==> config.mk <==
export PLATFORM = sky130hd
export DESIGN_NAME = qa_drv_hc_tx_issue_arb_flat
export DESIGN_NICKNAME = d
export VERILOG_FILES = /design/src/rtl/qa_drv_hc_tx_issue_arb_if.sv /design/src/rtl/qa_drv_hc_tx_issue_arb.sv /design/src/flat_wrapper.sv
export SDC_FILE = /design/constraint.sdc
export NUM_CORES = 1
export LEC_CHECK = 0
export ABC_AREA = 1
export CAP_MARGIN = 5
export CORE_AREA = 2 2 465 467
export DETAILED_ROUTE_END_ITERATION = 10
export DIE_AREA = 0 0 467 469
export GPL_TIMING_DRIVEN = 0
export PLACE_DENSITY = 0.31
export SLEW_MARGIN = 25
export SYNTH_ARGS = -nofsm -noshare
export SYNTH_HDL_FRONTEND = slang
export SYNTH_SLANG_ARGS = --single-unit
==> constraint.sdc <==
create_clock -name clk -period 2.8 [get_ports clk]
set_input_delay 0.42 -clock clk [delete_from_list [all_inputs] [get_ports clk]]
set_output_delay 0.42 -clock clk [all_outputs]
set_load 0.1 [all_outputs]
==> src/rtl/qa_drv_hc_tx_issue_arb_if.sv <==
// Host TX issue-stage bundle: read/write request sources, credit return, host TX channels.
// Latency: none (wiring only).
// Backpressure: rd_req_ready / wr_req_ready flow back to the request sources.
interface qa_drv_hc_tx_issue_arb_if #(
  parameter int ADDR_WIDTH = 32,
  parameter int DATA_WIDTH = 512,
  parameter int TAG_WIDTH  = 6,
  parameter int CNT_WIDTH  = 7
);
  logic                  can_issue;
  logic                  rd_req_valid;
  logic [ADDR_WIDTH-1:0] rd_req_addr;
  logic                  rd_req_ready;
  logic                  wr_req_valid;
  logic [ADDR_WIDTH-1:0] wr_req_addr;
  logic [DATA_WIDTH-1:0] wr_req_data;
  logic                  wr_req_ready;
  logic                  rd_rsp_done;
  logic                  tx_rd_valid;
  logic [ADDR_WIDTH-1:0] tx_rd_addr;
  logic [TAG_WIDTH-1:0]  tx_rd_tag;
  logic                  tx_wr_valid;
  logic [ADDR_WIDTH-1:0] tx_wr_addr;
  logic [DATA_WIDTH-1:0] tx_wr_data;
  logic                  issue;
  logic [CNT_WIDTH-1:0]  rd_outstanding;
  logic                  credit_err;

  // Side that feeds requests and observes the host TX channels.
  modport master (
    output can_issue, rd_req_valid, rd_req_addr, wr_req_valid, wr_req_addr, wr_req_data,
           rd_rsp_done,
    input  rd_req_ready, wr_req_ready, tx_rd_valid, tx_rd_addr, tx_rd_tag, tx_wr_valid,
           tx_wr_addr, tx_wr_data, issue, rd_outstanding, credit_err
  );

  // The issue arbiter itself.
  modport slave (
    input  can_issue, rd_req_valid, rd_req_addr, wr_req_valid, wr_req_addr, wr_req_data,
           rd_rsp_done,
    output rd_req_ready, wr_req_ready, tx_rd_valid, tx_rd_addr, tx_rd_tag, tx_wr_valid,
           tx_wr_addr, tx_wr_data, issue, rd_outstanding, credit_err
  );
endinterface

==> src/rtl/qa_drv_hc_tx_issue_arb.sv <==
// Round-robin read/write issue arbiter with read tagging and outstanding-read credit limit.
// Latency: 1 cycle from grant (valid & ready) to tx_* pulse.
// Backpressure: no grants while can_issue is low; reads also stall at MAX_RD_OUTSTANDING in flight.
module qa_drv_hc_tx_issue_arb #(
  parameter int ADDR_WIDTH         = 32,
  parameter int DATA_WIDTH         = 512,
  parameter int TAG_WIDTH          = 6,
  parameter int MAX_RD_OUTSTANDING = 32,  // must not exceed 2**TAG_WIDTH
  parameter int CNT_WIDTH          = 7    // must be able to hold MAX_RD_OUTSTANDING
) (
  input  logic                     clk,
  input  logic                     reset_n,
  qa_drv_hc_tx_issue_arb_if.slave  bus
);

  typedef enum logic {
    GRANT_RD = 1'b0,
    GRANT_WR = 1'b1
  } grant_e;

  localparam logic [CNT_WIDTH-1:0] MAX_CNT = CNT_WIDTH'(MAX_RD_OUTSTANDING);

  grant_e               last_grant;
  grant_e               last_grant_nxt;
  logic                 rd_elig;
  logic                 wr_elig;
  logic                 rd_grant;
  logic                 wr_grant;
  logic [TAG_WIDTH-1:0] tag_cnt;

  // Eligibility and round-robin pick; on contention the side not granted last wins.
  always_comb begin
    rd_elig        = 1'b0;
    wr_elig        = 1'b0;
    rd_grant       = 1'b0;
    wr_grant       = 1'b0;
    last_grant_nxt = last_grant;
    rd_elig  = bus.rd_req_valid & bus.can_issue & (bus.rd_outstanding < MAX_CNT);
    wr_elig  = bus.wr_req_valid & bus.can_issue;
    rd_grant = rd_elig & (~wr_elig | (last_grant == GRANT_WR));
    wr_grant = wr_elig & (~rd_elig | (last_grant == GRANT_RD));
    if (rd_grant) begin
      last_grant_nxt = GRANT_RD;
    end else if (wr_grant) begin
      last_grant_nxt = GRANT_WR;
    end
  end

  assign bus.rd_req_ready = rd_grant;
  assign bus.wr_req_ready = wr_grant;

  // Arbitration state; starts as WRITE so the first contested grant favours reads.
  always_ff @(posedge clk or negedge reset_n) begin
    if (!reset_n) begin
      last_grant <= GRANT_WR;
    end else begin
      last_grant <= last_grant_nxt;
    end
  end

  // Read channel launch: single-cycle valid, address/tag hold between grants.
  always_ff @(posedge clk or negedge reset_n) begin
    if (!reset_n) begin
      bus.tx_rd_valid <= 1'b0;
      bus.tx_rd_addr  <= '0;
      bus.tx_rd_tag   <= '0;
      tag_cnt         <= '0;
    end else begin
      bus.tx_rd_valid <= rd_grant;
      if (rd_grant) begin
        bus.tx_rd_addr <= bus.rd_req_addr;
        bus.tx_rd_tag  <= tag_cnt;
        tag_cnt        <= tag_cnt + 1'b1;  // wraps naturally at 2**TAG_WIDTH
      end
    end
  end

  // Write channel launch and the combined issue strobe.
  always_ff @(posedge clk or negedge reset_n) begin
    if (!reset_n) begin
      bus.tx_wr_valid <= 1'b0;
      bus.tx_wr_addr  <= '0;
      bus.tx_wr_data  <= '0;
      bus.issue       <= 1'b0;
    end else begin
      bus.tx_wr_valid <= wr_grant;
      bus.issue       <= rd_grant | wr_grant;
      if (wr_grant) begin
        bus.tx_wr_addr <= bus.wr_req_addr;
        bus.tx_wr_data <= bus.wr_req_data;
      end
    end
  end

  // Outstanding-read credit: grant adds, completion subtracts, underflow is flagged and clamped.
  always_ff @(posedge clk or negedge reset_n) begin
    if (!reset_n) begin
      bus.rd_outstanding <= '0;
      bus.credit_err     <= 1'b0;
    end else if (rd_grant && !bus.rd_rsp_done) begin
      bus.rd_outstanding <= bus.rd_outstanding + 1'b1;
    end else if (!rd_grant && bus.rd_rsp_done) begin
      if (bus.rd_outstanding == '0) begin
        bus.credit_err <= 1'b1;
      end else begin
        bus.rd_outstanding <= bus.rd_outstanding - 1'b1;
      end
    end
  end

endmodule
==> src/flat_wrapper.sv <==
// flat-port wrapper written by rule: the top's interface ports become plain ports
module qa_drv_hc_tx_issue_arb_flat 
#(
  parameter int ADDR_WIDTH         = 32,
  parameter int DATA_WIDTH         = 512,
  parameter int TAG_WIDTH          = 6,
  parameter int MAX_RD_OUTSTANDING = 32,                                 
  parameter int CNT_WIDTH          = 7                                              
)
  (clk, reset_n, bus_can_issue, bus_rd_req_valid, bus_rd_req_addr, bus_wr_req_valid, bus_wr_req_addr, bus_wr_req_data, bus_rd_rsp_done, bus_rd_req_ready, bus_wr_req_ready, bus_tx_rd_valid, bus_tx_rd_addr, bus_tx_rd_tag, bus_tx_wr_valid, bus_tx_wr_addr, bus_tx_wr_data, bus_issue, bus_rd_outstanding, bus_credit_err);
  qa_drv_hc_tx_issue_arb_if #(.ADDR_WIDTH(ADDR_WIDTH), .DATA_WIDTH(DATA_WIDTH), .TAG_WIDTH(TAG_WIDTH), .CNT_WIDTH(CNT_WIDTH)) bus_i ();
  input  logic clk;
  input  logic reset_n;
  input wire logic [$bits(bus_i.can_issue)-1:0] bus_can_issue;
  input wire logic [$bits(bus_i.rd_req_valid)-1:0] bus_rd_req_valid;
  input wire logic [$bits(bus_i.rd_req_addr)-1:0] bus_rd_req_addr;
  input wire logic [$bits(bus_i.wr_req_valid)-1:0] bus_wr_req_valid;
  input wire logic [$bits(bus_i.wr_req_addr)-1:0] bus_wr_req_addr;
  input wire logic [$bits(bus_i.wr_req_data)-1:0] bus_wr_req_data;
  input wire logic [$bits(bus_i.rd_rsp_done)-1:0] bus_rd_rsp_done;
  output wire logic [$bits(bus_i.rd_req_ready)-1:0] bus_rd_req_ready;
  output wire logic [$bits(bus_i.wr_req_ready)-1:0] bus_wr_req_ready;
  output wire logic [$bits(bus_i.tx_rd_valid)-1:0] bus_tx_rd_valid;
  output wire logic [$bits(bus_i.tx_rd_addr)-1:0] bus_tx_rd_addr;
  output wire logic [$bits(bus_i.tx_rd_tag)-1:0] bus_tx_rd_tag;
  output wire logic [$bits(bus_i.tx_wr_valid)-1:0] bus_tx_wr_valid;
  output wire logic [$bits(bus_i.tx_wr_addr)-1:0] bus_tx_wr_addr;
  output wire logic [$bits(bus_i.tx_wr_data)-1:0] bus_tx_wr_data;
  output wire logic [$bits(bus_i.issue)-1:0] bus_issue;
  output wire logic [$bits(bus_i.rd_outstanding)-1:0] bus_rd_outstanding;
  output wire logic [$bits(bus_i.credit_err)-1:0] bus_credit_err;
  assign bus_i.can_issue = bus_can_issue;
  assign bus_i.rd_req_valid = bus_rd_req_valid;
  assign bus_i.rd_req_addr = bus_rd_req_addr;
  assign bus_i.wr_req_valid = bus_wr_req_valid;
  assign bus_i.wr_req_addr = bus_wr_req_addr;
  assign bus_i.wr_req_data = bus_wr_req_data;
  assign bus_i.rd_rsp_done = bus_rd_rsp_done;
  assign bus_rd_req_ready = bus_i.rd_req_ready;
  assign bus_wr_req_ready = bus_i.wr_req_ready;
  assign bus_tx_rd_valid = bus_i.tx_rd_valid;
  assign bus_tx_rd_addr = bus_i.tx_rd_addr;
  assign bus_tx_rd_tag = bus_i.tx_rd_tag;
  assign bus_tx_wr_valid = bus_i.tx_wr_valid;
  assign bus_tx_wr_addr = bus_i.tx_wr_addr;
  assign bus_tx_wr_data = bus_i.tx_wr_data;
  assign bus_issue = bus_i.issue;
  assign bus_rd_outstanding = bus_i.rd_outstanding;
  assign bus_credit_err = bus_i.credit_err;
  qa_drv_hc_tx_issue_arb #(.ADDR_WIDTH(ADDR_WIDTH), .DATA_WIDTH(DATA_WIDTH), .TAG_WIDTH(TAG_WIDTH), .MAX_RD_OUTSTANDING(MAX_RD_OUTSTANDING), .CNT_WIDTH(CNT_WIDTH)) u_core (.clk(clk), .reset_n(reset_n), .bus(bus_i));
endmodule
==> metrics, run 1 <==
outcome=complete, no violations; vias in the first global route=25.0k; Synthesis Warnings=0; Initial Util=11.1%; final RePlAce weighted congestion=0.838; Post-DP HPWL=133,000 µm; Max Cap Viol=0; Net Sw Frac=58.7%; combinational family with the most area after synthesis=simple AND/OR/NAND/NOR gates; WL final=165,000 µm; final core utilization=19.6%; I/O Buffers=1,176; Synth area leader=dfrtp_1; Crit Path Max Fanout=2; met1 Track Usage GR=16.8%; Overflow after GRT=0; Post-Place Cell Area=38,800 µm²; CTS Buffer Depth=3; Gate power share=roughly three fifths; post-synthesis adder-cell area fraction=0.558%; row count=170; routed vias=23.8k; period utilisation layout=96.9%; max-slew violation count=0; initial antenna violation count=67; slowest cell delay on critical path=roughly 1.2 ns; die area=219,000 µm²; Post-Syn Area=around 24,000 µm²; CP cell instances=clkdlybuf4s50_1; Worst Path Buf+Inv=1; Synth Net Count=3,236; ys async rst share=100%; Pleak=19.8 nW; Worst Max-Slew Pin Slew=1.15 ns; Seq cells post-synth=600; met2 GRT Util=23.8%; mux share of post-synthesis cell area=0%; dominant synthesized flop cell=dfrtp_1; Area growth syn-to-layout=76.2%; first-pass GRT wire length=between 200,000 and 250,000 µm; clk sinks=600; Syn Area/Cell=9.00 µm²; WL per Instance=roughly 24 µm; Slowest cell on crit path=clkdlybuf4s50_1; Rel. slew slack=24.0%; WP data required=2.38 ns; M3 GR Usage=6.76%; pre-CTS WS=-1.90 ns; hold crit path type=in -> async; synthesized instance count=2,644; nets@finish=~4.5k; post-synthesis sequential area ratio=63.1%; area share of the largest cell type after synthesis=63.0%; DR pass1 iterations=5; XOR/XNOR Fraction of Synth Area=0.331%; unrepaired setup endpoints after global routing=false; Layout fillers=24.0k; Compound-Gate Fraction of Synth Area=less than 1%; GRT Resource Usage Total=14.5%; drt first-iter violations=1,271; synth cell count leaders=1,240 x nand2_1, 599 x dfrtp_1, 552 x nand3_1; vias per inst=3.47; Num CTS Buffers=87; post-route setup TNS=0 ns; # IOs=1,177; Pwr per Cell Area=1470 nW/µm²; Yosys cell types=25; DIE HEIGHT=469 µm; fmax=368 MHz; setup slack after layout=0.0858 ns; largest net degree at the start of global routing=77; # H-tree levels=3; Int Power=0.0255 W; path depth of the worst reg2reg path=11; most repeated cell in the gate-level netlist after synthesis=nand2_1; root buffer cell=clkbuf_16; core area=~210,000 µm²; clk slew on worst S/H paths=0.06 ns; Cell Count, Final, Fillers Out=6,863; min Tclk post-route=2.71 ns; Post-route DRC=0; Net Switching=0.0362 W; # placed instances=6,667; CTS tree=done; CP top delay family=buffers and inverters; CP arrival=2.29 ns; final clock skew=~0.025 ns; Setup crit end kind=primary output; area taken by flip-flops and latches=approximately 15,000 µm²; endpoints failing hold=0; post-synthesis simple-gate area fraction=31.5%; clock latency on the worst-skew pair=0.71 ns; fraction of layout cells with a size suffix above 1=a little over a tenth; Worst VDD drop=0.734 mV; Setup Crit Path Kind=reg -> out; Post-synth EDFFs=0; Final setup viols=0; ranking of synthesized cells by area=dfrtp_1 63%, nand2_1 20%, nand3_1 12%, buf_2 2.3%, clkbuf_1 0.69%; Die W=467 µm; startpoint types=register; clock share of power=19.1%; area of the multi-input gates=about 7800 µm²; DRT antenna net count=0; Seq pwr share=22.4%; Finished Cell Area=~42,000 µm²; global routing's busiest layer=met2; WP depth=1
-- power groups by stage --
stage               Sequential (W)  Clock (W)  Combinational (W)
global route                0.0142     0.0126             0.0374
floorplan                   0.0353          0            0.00407
CTS                         0.0139     0.0123             0.0366
finish                      0.0138     0.0118             0.0361
detailed placement          0.0140          0             0.0367
global placement            0.0140          0             0.0373
-- state kept, by name, summed over array words and instances (netlist names) --
| register | cells |
|---|---|
| u_core.bus.rd_outstanding | 7 |
| u_core.bus.tx_rd_tag | 6 |
| u_core.bus.tx_wr_valid | 1 |
| u_core.last_grant | 1 |
| u_core.tag_cnt | 6 |
| u_core.bus.tx_rd_addr | 32 |
| u_core.bus.issue | 1 |
| u_core.bus.tx_rd_valid | 1 |
| u_core.bus.credit_err | 1 |
| u_core.bus.tx_wr_addr | 32 |
| u_core.bus.tx_wr_data | 512 |
-- placed cells by master, fill, tap and decap left out, drive strengths merged --
| cell type | synthesis | layout |
|---|---|---|
| dlygate4sd3 | 0 | 1 |
| inv | 19 | 25 |
| dlymetal6s2s | 0 | 15 |
| clkinv | 0 | 10 |
| fa | 1 | 1 |
| a21oi | 4 | 4 |
| buf | 144 | 280 |
| a21o | 1 | 1 |
| nand4 | 1 | 1 |
| ha | 9 | 9 |
| xnor2 | 4 | 4 |
| diode | 0 | 29 |
| dlygate4sd2 | 0 | 83 |
| clkbuf | 44 | 175 |
| nor2 | 8 | 8 |
| nand3 | 553 | 553 |
| clkdlybuf4s50 | 0 | 959 |
| dfstp | 1 | 1 |
| nand2 | 1243 | 1243 |
| bufinv | 0 | 7 |
| o21ai | 8 | 8 |
| clkinvlp | 0 | 4 |
| dfrtp | 599 | 599 |
| xor2 | 5 | 5 |
-- worst register-to-register path, stage by stage (launching register included) --
cell      delay [ns]
dfrtp_2         0.44
nor2_2          0.18
nand3_4         0.15
a21oi_4         0.19
buf_4           0.15
inv_2           0.08
clkbuf_1        0.26
ha_1            0.40
nor2_4          0.23
inv_1           0.19
nand2_1         0.08
o21ai_0         0.07
-- per-stage QoR --
step                total power [W]  hold WS, ns
floorplan                    0.0394        0.124
global placement             0.0513        0.449
detailed placement           0.0507        0.266
CTS                          0.0627       0.0554
global route                 0.0642       0.0834
finish                       0.0616        0.152
-- area by class of cell --
| cell class | instances | share of cell area, % |
|---|---|---|
| Tap cell | 2838 | 8.47 |
| Antenna cell | 29 | 0.173 |
| Multi-Input combinational cell | 1837 | 18.7 |
| Timing Repair Buffer | 1195 | 27.3 |
| Clock inverter | 27 | 0.908 |
| Inverter | 19 | 0.176 |
| Sequential cell | 600 | 35.8 |
| Buffer | 187 | 2.26 |
| Clock buffer | 131 | 6.17 |
-- cells by family after synthesis --
group	Yosys count
simple gates	1805
flops	600
buf+inv	207
compound gates	13
fa+ha+maj	10
xor+xnor	9
-- metal layers --
metal / up-vias / routed length, µm
met5: - / 286
met4: 46 / 4640
met3: 206 / 18300
met2: 1032 / 76800
met1: 11432 / 64700
li1: 11095 / -
-- final timing paths --
path,to,from,slack [ns]
worst min-delay path,u_core.bus.tx_wr_data[174]$_DFFE_PN0P_,reset_n,0.15
max in group asynchronous,u_core.bus.tx_wr_data[365]$_DFFE_PN0P_,reset_n,0.68
worst max-delay path,bus_tx_wr_addr[9],u_core.bus.tx_wr_addr[9]$_DFFE_PN0P_,0.09
worst max register to register,u_core.bus.rd_outstanding[2]$_DFFE_PN0P_,u_core.bus.rd_outstanding[5]$_DFFE_PN0P_,0.26
worst min register to register,u_core.bus.credit_err$_DFFE_PN0P_,u_core.bus.credit_err$_DFFE_PN0P_,0.46
min in group clk,u_core.bus.tx_wr_data[80]$_DFFE_PN0P_,bus_wr_req_data[80],0.25
-- what timing repair did --
item | in CTS | in global routing
gates resized for setup | 113 | 21
endpoints found under the setup margin | 138 | 23
pin swaps | 1 | 1
setup buffers | 5 | 4
endpoints found under the hold margin | 129 | 0
hold buffers | 1 | 0
Note: power is estimated with default switching activity, not from simulation.
==> run 2: changes to the inputs <==
--- a/config.mk
+++ b/config.mk
@@ -12,6 +12,7 @@
 export DIE_AREA = 0 0 467 469
 export GPL_TIMING_DRIVEN = 0
 export PLACE_DENSITY = 0.31
+export REMOVE_ABC_BUFFERS = 1
 export SLEW_MARGIN = 25
 export SYNTH_ARGS = -nofsm -noshare
 export SYNTH_HDL_FRONTEND = slang
==> run 2 against run 1 <==
Worst hold slack improved by 0.0041 ns. Fmax fell by 0.69%. Clock power is essentially flat. Register-to-register slack lost 0.07 ns. Final cell count down 2.2%. Critical endpoint is now bus_wr_req_ready. Largest cell class unchanged. Highest routed layer unchanged.
==> metrics, run 2 (synthesis results as in run 1) <==
outcome=complete, no violations (unchanged); Cell Count, Final, Fillers Out=6,711 (was 6,863); Setup Crit Path Kind=in -> out (was reg -> out); I/O Buffers=1,176 (unchanged); Worst VDD drop=0.577 mV (was 0.734 mV); routed vias=23.3k (was 23.8k); clk slew on worst S/H paths=0.05 ns (was 0.06 ns); Initial Util=11.1% (unchanged); RR Startpoint=u_core.last_grant$_DFFE_PN1P_ (was u_core.bus.rd_outstanding[5]$_DFFE_PN0P_); fmax=366 MHz (was 368 MHz); CP most frequent cell=buf_16; Slowest cell on crit path=clkdlybuf4s50_1 (unchanged); vias per inst=3.48 (was 3.47); M3 GR Usage=5.88% (was 6.76%); drt first-iter violations=1,384 (was 1,271); DRT antenna net count=0 (unchanged); WL final=154,000 µm (was 165,000 µm); slowest cell delay on critical path=0.54 ns (was 1.19 ns); Net Sw Frac=58.2% (was 58.7%); CTS tree=done (unchanged); WP data required=2.38 ns (about the same); Pwr per Cell Area=1460 nW/µm² (was 1470 nW/µm²); Net Switching=0.0358 W (was 0.0362 W); CTS Buffer Depth=3 (unchanged); CP cell instances=clkdlybuf4s50_1, nand2_1, inv_6, nand2_8, buf_16, nand2_8, buf_16, buf_16 (was clkdlybuf4s50_1); # H-tree levels=3 (unchanged); period utilisation layout=97.6% (was 96.9%); hold crit path type=in -> async (unchanged); Final setup viols=0 (unchanged); initial antenna violation count=63 (was 67); core area=214,000 µm² (unchanged); # placed instances=6,500 (was 6,667); Top Registers=u_core.bus.tx_wr_data x512, u_core.bus.tx_rd_addr x32, u_core.bus.tx_wr_addr x32 (unchanged); Seq pwr share=22.1% (was 22.4%); Max Cap Viol=0 (unchanged); clock latency on the worst-skew pair=0.72 ns (was 0.71 ns); largest net degree at the start of global routing=101 (was 77); clock share of power=19.5% (was 19.1%); unrepaired setup endpoints after global routing=true (was false); Crit Path Max Fanout=45 (was 2); total power draw=0.0615 W (was 0.0616 W); clk sinks=600 (unchanged); Num CTS Buffers=89 (was 87); met1 Track Usage GR=16.4% (was 16.8%); Gate power share=58.4% (was 58.5%); Worst Max-Slew Pin Slew=1.12 ns (was 1.15 ns); Rel. slew slack=25.5% (was 24.0%); WHS=0.156 ns (was 0.152 ns); fraction of layout cells with a size suffix above 1=8.15% (was 10.6%); met2 GRT Util=21.7% (was 23.8%); root buffer cell=clkbuf_16 (unchanged); Post-route DRC=0 (unchanged); die area=219,000 µm² (unchanged); Die W=467 µm (unchanged); global routing's busiest layer=met2 (unchanged); CP arrival=2.31 ns (was 2.29 ns); commonest non-fill, non-tap cell in the layout=nand2_1 (unchanged); first-pass GRT wire length=209,000 µm (was 220,000 µm); row count=170 (unchanged); vias in the first global route=24.4k (was 25.0k); DIE HEIGHT=469 µm (unchanged); max reg flops=512 (unchanged); Pleak=19.6 nW (was 19.8 nW); final core utilization=19.7% (was 19.6%); min Tclk post-route=2.73 ns (was 2.71 ns); Post-DP HPWL=110,000 µm (was 133,000 µm); startpoint types=input pin (was register); crit path launch=bus_can_issue (was u_core.bus.tx_wr_addr[9]$_DFFE_PN0P_); Area growth syn-to-layout=76.6% (was 76.2%); Overflow after GRT=0 (unchanged); Setup crit end kind=primary output (unchanged); DR pass1 iterations=5 (unchanged); WL per Instance=23.0 µm (was 24.0 µm); GRT Resource Usage Total=13.5% (was 14.5%); # IOs=1,177 (unchanged); nets@finish=4,374 (was 4,519); final RePlAce weighted congestion=0.784 (was 0.838); final clock skew=0.0181 ns (was 0.0246 ns); max-slew violation count=0 (unchanged); endpoints failing hold=0 (unchanged); Int Power=0.0257 W (was 0.0255 W); Largest Register=u_core.bus.tx_wr_data (unchanged); commonest cells after routing, fill and taps aside=1,240 x nand2_1, 973 x clkdlybuf4s50_1, 597 x dfrtp_1 (was 1,240 x nand2_1, 959 x clkdlybuf4s50_1, 597 x dfrtp_1)
run 2: cell count changes in the layout (fill, tap and decap cells not counted), moves of 6 or more:
cell | previous run | this run
dlymetal6s2s_1 | 15 | 0
buf_2 | 221 | 96
diode_2 | 29 | 20
buf_1 | 13 | 0
buf_4 | 32 | 14
clkbuf_1 | 58 | 23
buf_16 | 9 | 31
clkdlybuf4s50_1 | 959 | 973
bufbuf_16 | 0 | 6
dlygate4sd2_1 | 83 | 102
clkbuf_8 | 22 | 15
run 2: final timing paths:
check / to / slack, ns / cells after the start
max in group asynchronous: u_core.bus.tx_wr_data[445]$_DFFE_PN0P_ / 1.09 / 4
worst min-delay path: u_core.bus.tx_wr_data[65]$_DFFE_PN0P_ / 0.16 / 2
worst max register to register: u_core.bus.rd_outstanding[0]$_DFFE_PN0P_ / 0.19 / 10
worst min register to register: u_core.bus.tx_rd_addr[21]$_DFFE_PN0P_ / 0.47 / 2
worst max-delay path: bus_wr_req_ready / 0.07 / 8
min in group clk: u_core.bus.tx_wr_addr[22]$_DFFE_PN0P_ / 0.23 / 3
run 2: per-layer routing:
layer	vias up	part of all wire (%)
li1	10780	-
met1	11334	41
met2	1015	46
met3	176	11
met4	20	2.1
met5	-	0.084
run 2: what timing repair did:
action                                 CTS  global route
buffers inserted                         9             6
hold buffers                             1             0
setup endpoints to repair              640            71
resized for setup                      132             5
gates cloned                            11             2
endpoints found under the hold margin  194             0
pin swaps                                5             2
run 2: area by class of cell:
| cell class | count | area (µm²) |
|---|---|---|
| Inverter | 19 | 85.1 |
| Tap cell | 2838 | 3550 |
| Sequential cell | 600 | 15000 |
| Clock inverter | 34 | 489 |
| Timing Repair Buffer | 1230 | 12400 |
| Fill cell | 23732 | 172000 |
| Multi-Input combinational cell | 1842 | 7900 |
| Antenna cell | 20 | 50.0 |
| Clock buffer | 128 | 2540 |
run 2: worst max-delay path, delay by kind of cell:
family	cells	cell delay, ns
buffers and inverters	5	1.38
AND/OR/NAND/NOR	3	0.41
run 2: stage by stage:
stage           TNS, ns  worst slack (ns)  area [µm²]
2_1_floorplan  -6808.53            -12.62       22900
3_3_place_gp          -            -38.29       38200
3_5_place_dp    -377.75             -1.97       38600
4_1_cts          -0.198            -0.198       41900
5_1_grt         -0.0507           -0.0507       42000
6_report              0            0.0669       42000
run 2: power groups by stage:
stage / Clock [W] / Sequential (W) / Combinational [W]
3_5_place_dp: 0 / 0.0137 / 0.0364
3_3_place_gp: 0 / 0.0137 / 0.0366
2_1_floorplan: 0 / 0.0353 / 0.00423
6_report: 0.0120 / 0.0136 / 0.0359
5_1_grt: 0.0129 / 0.0140 / 0.0374
4_1_cts: 0.0126 / 0.0136 / 0.0364
